`src/rtl/mux_rr_arbiter_pkg.sv`:
```
// Shared definitions for the round-robin mux arbiter: state encoding,
// requester count and the rotating-priority winner search.
package mux_rr_arbiter_pkg;

  localparam int N_REQ = 4;

  typedef enum logic {
    IDLE = 1'b0,
    OWN  = 1'b1
  } arbState_e;

  // First set request bit, searching upward from ptr with 2-bit wrap.
  function automatic logic [1:0] pickWinner(input logic [N_REQ-1:0] req,
                                            input logic [1:0]       ptr);
    logic [1:0] idx;
    logic [1:0] winner;
    logic       found;
    winner = ptr;
    found  = 1'b0;
    for (int i = 0; i < N_REQ; i++) begin
      idx = ptr + 2'(i);
      if (!found && req[idx]) begin
        winner = idx;
        found  = 1'b1;
      end
    end
    return winner;
  endfunction

  function automatic logic [N_REQ-1:0] oneHot(input logic [1:0] sel);
    return 4'b0001 << sel;
  endfunction

endpackage

```
`src/rtl/mux_rr_arbiter_mux4_sel.sv`:
```
// Plain combinational 4:1 single-bit mux; shared with the existing datapath.
module mux4_sel
  import mux_rr_arbiter_pkg::*;
(
  input  logic [N_REQ-1:0] x,
  input  logic             c1,
  input  logic             c0,
  output logic             y
);

  always_comb begin
    y = x[{c1, c0}];
  end

endmodule

```
`src/rtl/mux_rr_arbiter.sv`:
```
// Round-robin arbiter that owns the select lines of a 4:1 mux and releases
// the owner on done, request withdrawal or a hold-time limit.
module mux_rr_arbiter
  import mux_rr_arbiter_pkg::*;
#(
  parameter int MAX_HOLD = 8,
  parameter int CNT_W    = 8
) (
  input  logic             clk,
  input  logic             rst_n,
  input  logic [N_REQ-1:0] req,
  input  logic             done,
  input  logic [N_REQ-1:0] x,
  output logic [N_REQ-1:0] grant,
  output logic             c1,
  output logic             c0,
  output logic             busy,
  output logic             timeout,
  output logic             y
);

  arbState_e        state_q;
  logic [N_REQ-1:0] grant_q;
  logic [1:0]       sel_q;
  logic             busy_q;
  logic             timeout_q;
  logic [1:0]       ptr_q;
  logic [CNT_W-1:0] holdCnt_q;

  logic [1:0]       winner;
  logic [1:0]       ptr_d;
  logic [CNT_W-1:0] holdCnt_d;
  logic             ownerReq;
  logic             holdLimit;
  logic             releaseNow;
  logic             timeoutHit;
  logic             muxBit;

  always_comb begin
    winner     = pickWinner(req, ptr_q);
    ownerReq   = req[sel_q];
    holdLimit  = (holdCnt_q == CNT_W'(MAX_HOLD - 1));
    releaseNow = done || !ownerReq || holdLimit;
    // A timeout is only flagged when the counter is the sole release cause.
    timeoutHit = holdLimit && !done && ownerReq;
    ptr_d      = sel_q + 2'd1;
    holdCnt_d  = holdCnt_q + CNT_W'(1);
  end

  always_ff @(posedge clk or negedge rst_n) begin
    if (!rst_n) begin
      state_q   <= IDLE;
      grant_q   <= '0;
      sel_q     <= 2'b00;
      busy_q    <= 1'b0;
      timeout_q <= 1'b0;
      ptr_q     <= 2'b00;
      holdCnt_q <= '0;
    end else begin
      timeout_q <= 1'b0;
      case (state_q)
        IDLE: begin
          if (|req) begin
            state_q   <= OWN;
            grant_q   <= oneHot(winner);
            sel_q     <= winner;
            busy_q    <= 1'b1;
            holdCnt_q <= '0;
          end
        end
        OWN: begin
          if (releaseNow) begin
            state_q   <= IDLE;
            grant_q   <= '0;
            busy_q    <= 1'b0;
            ptr_q     <= ptr_d;
            timeout_q <= timeoutHit;
          end else begin
            holdCnt_q <= holdCnt_d;
          end
        end
      endcase
    end
  end

  mux4_sel uMux (
    .x  (x),
    .c1 (sel_q[1]),
    .c0 (sel_q[0]),
    .y  (muxBit)
  );

  assign grant   = grant_q;
  assign c1      = sel_q[1];
  assign c0      = sel_q[0];
  assign busy    = busy_q;
  assign timeout = timeout_q;
  assign y       = busy_q & muxBit;

endmodule

```
`config.mk`:
```
export PLATFORM = sky130hd
export DESIGN_NAME = mux_rr_arbiter
export DESIGN_NICKNAME = d
export VERILOG_FILES = /design/src/rtl/mux_rr_arbiter_pkg.sv /design/src/rtl/mux_rr_arbiter_mux4_sel.sv /design/src/rtl/mux_rr_arbiter.sv
export SDC_FILE = /design/constraint.sdc
export NUM_CORES = 1
export LEC_CHECK = 0
export BUFFER_PORTS_ARGS = -buffer_cell sky130_fd_sc_hd__buf_2
export CAP_MARGIN = 30
export CORE_ASPECT_RATIO = 0.9
export CORE_UTILIZATION = 30
export DETAILED_ROUTE_END_ITERATION = 10
export SETUP_SLACK_MARGIN = 0.1
export SYNTH_ARGS = -nofsm -noshare
export SYNTH_HDL_FRONTEND = slang
export SYNTH_HIERARCHICAL = 1
export SYNTH_SLANG_ARGS = --single-unit
```
`constraint.sdc`:
```
create_clock -name clk -period 1.8 [get_ports clk]
set_input_delay 0.09 -clock clk [delete_from_list [all_inputs] [get_ports clk]]
set_output_delay 0.09 -clock clk [all_outputs]
set_load 0.01 [all_outputs]
```
==> impl_metrics.py <==
metrics = {
    "setup_path": {
        "crit_path_cell_trace": "or2_0, o22a_1, or4_4, mux2i_1",
        "crit_path_max_fanout": 4,
        "path_delay_family": "simple AND/OR/NAND/NOR gates",
        "critPathLaunchType": "flip-flop",
        "regToRegStartpoint": "sel_q[0]",
        "worstPathBufferInverterCount": 0,
        "critical_path.max_stage_delay_ns": 0.53,
        "reg2reg_setup_slack_ns": 0.14,
        "required_ns": 1.94,
        "endpoint_kind": "flip-flop",
        "r2r_end": "holdCnt_q[6]",
        "critPathKind": "reg2reg",
        "reg2reg_depth": 4,
        "crit_slowest_cell": "or4_4",
        "worst-endpoint-arrival_ns": 1.80,
    },
    "global_route": {
        "grt_antenna_before_repair": 0,
        "via_count_of_the_first_global_routing_pass": 837,
        "wire_length_of_the_first_global_routing_pass_um": 3820,
        "grt_usage_pct": 13.3,
        "grt_max_degree": 20,
        "gr-total-overflow": 0,
    },
    "pwr": {
        "static-leakage-power_nw": 0.616,
        "p_sw_share_pct": 38.6,
        "cellPowerDensity_mw_per_mm2": 1370,
        "internal_power_w": 0.00113,
        "sequentialPowerShare_pct": 37.6,
        "irDropWorstVdd_mv": 0.428,
        "pwr-share-comb_pct": 46.4,
        "p_switching_w": 0.000710,
        "power.total_w": 0.00184,
        "power.clock.fraction_pct": 16.0,
    },
    "timing": {
        "timing.setup.tns_ns": 0,
        "setup_viol": 0,
        "grt_setup_unrepaired": "yes",
        "final.setup_skew_ns": 0.00109,
        "finalCritPeriodShare_pct": 92.3,
        "whs_ns": 0.303,
        "final_critical_path_setup_slack_ns": 0.138,
        "hold_violations": 0,
        "peak_freq_ghz": 0.602,
        "slew_viol_final": 0,
        "final.min_clock_period_ns": 1.66,
        "max_slew.worst_pin.slew_ns": 0.429,
        "slew_headroom_pct": 71.4,
    },
    "floorplan": {
        "initial_utilization_pct": 31.4,
        "core_rows": 20,
        "die-width_um": 64.7,
        "fp.dieH_um": 58.5,
        "fp.coreArea_sq_mm": 0.00338,
        "die_area_sq_mm": 0.00378,
        "io_pins": 20,
    },
    "route": {
        "post-route-drc-count": 0,
        "detailroute.via_count": 945,
        "drtPass1Iterations": 4,
        "first_iter_violations": 69,
        "viasPerCell": 5.16,
        "ant_nets": 0,
        "route.final.wire_length_um": 2360,
        "post_drt_wl_per_cell_um": 12.9,
    },
    "yosys": {
        "synth_largest_type_area_fraction_pct": 44.8,
        "yosys-top-cells-count": "dfrtp_1, nand2_1, a21oi_1, inv_1, mux2i_1",
        "mappedNetlistNets": 121,
        "synth_enable_flop_cells": 0,
        "synth_async_sr_flop_share_pct": 100,
        "synth.cell_area_sq_mm": 0.00106,
        "yosysWarningCount": 6,
        "prevailing_post_synth_register_cell": "dfrtp_1",
        "post-synth-top-count-cell": "dfrtp_1",
        "seq_area_frac_synth_pct": 44.8,
        "postSynthCellCount": 109,
        "netlist_top_cells_area": "dfrtp_1, mux2i_1, a21oi_1",
        "synth_cell_types": 37,
        "syn_avg_cell_area_sq_um": 9.75,
        "netlist.top_cell.by_area": "dfrtp_1",
        "postSynthRegisterBits": 19,
    },
    "final_layout": {
        "drive_gt1_share_pct": 29.5,
        "area_growth_syn_to_fin_pct": 26.4,
        "antennaDiodeCount": 0,
        "final_net_count": 152,
        "layout.core_utilization_pct": 39.7,
    },
    "clock_network": {
        "root_buffer": "clkbuf_8",
        "clkLatencyLatePin_ns": 0.25,
        "cts_htree_levels": 1,
        "cts_buffers": 3,
        "cts_tree": "done",
        "cts.sink_count": 19,
        "clockBufferDepth": 2,
        "worst_setup_hold_path_clk_slew_ns": 0.07,
    },
    "place": {
        "count_of_port_buffers_added_during_placement": 19,
        "detailed_place_hpwl_um": 1830,
        "preCtsSetupSlack_ns": 0.160,
        "gpl.final_weighted_congestion": 0.818,
    },
    "hold_path": {
        "min-delay-path-class": "in2async",
    },
    "run_status": {
        "outcome": "finished clean",
    },
    "flow_run": {
        "max-cap-violations": 0,
    },
}
metrics by stage:
stage	cell area, sq um	std cells
finish	1340	183
global route	1340	183
CTS	1310	182
detailed placement	1260	177
global placement	1260	177
floorplan	1060	109
state kept, by name (all words and copies together), names as in the netlist:
name       cells
holdCnt_q      8
grant          4
ptr_q          2
sel_q          2
busy           1
state_q        1
timeout        1
logic make-up after synthesis:
group	count (synthesis)	share of synthesized area (%)
simple gates	38	19.4
compound gates	33	21.8
flops	19	44.8
buf+inv	9	3.18
mux	8	8.83
xor+xnor	1	0.825
fa+ha+maj	1	1.18
layout by cell type (no fill, tap or decap), types with 2 or more instances in the layout:
master     n
and2_1     2
o31ai_1    2
nand2_1    9
buf_2     19
a32o_1     2
clkbuf_8   3
nor3_1     2
nand2b_1   5
o22ai_1    3
nand3_1    2
a21o_1     4
o22a_1     3
buf_4      8
mux2i_1    6
o21ai_0    4
o221ai_1   2
nor2_1     5
dfrtp_1   18
nand4_1    2
a21oi_1    6
inv_1      7
worst max path at each step:
stage / start / to / slack [ns] / depth (start not counted)
3_5_place_dp: sel_q[0] / holdCnt_q[6] / 0.16 / 4
2_1_floorplan: sel_q[0] / holdCnt_q[6] / 0.11 / 4
4_1_cts: sel_q[0] / holdCnt_q[6] / 0.15 / 4
6_report: sel_q[0] / holdCnt_q[6] / 0.14 / 4
3_3_place_gp: sel_q[0] / holdCnt_q[6] / 0.19 / 4
5_1_grt: sel_q[1] / holdCnt_q[6] / 0.08 / 4
layout make-up:
class	instances	area, sq um
clock buffer	4	45.0
sequential	19	477
fill	351	2040
inverter	7	26.3
tap	44	55.1
timing repair buffer	28	165
multi-input combinational	81	574
metal layers:
metal  global-route usage, %  part of all wire, %
met1                    18.5                   49
met2                    20.5                   46
met3                    2.52                  3.8
met4                    4.76                 0.97
met5                       0                    0
what timing repair did:
action                                  CTS  global route
hold buffers                              1             0
endpoints found under the setup margin    0             6
gates resized for setup                   0             5
setup buffers                             0             1
endpoints found under the hold margin    19             0
power by group through the flow:
stage          logic, W  clock network, W  registers, W
6_report       0.000853          0.000295      0.000692
4_1_cts        0.000825          0.000304      0.000690
5_1_grt        0.000948          0.000321      0.000714
2_1_floorplan  0.000495                 0      0.000704
3_3_place_gp   0.000814                 0      0.000690
3_5_place_dp   0.000821                 0      0.000697
(Power assumes the default switching activity.)
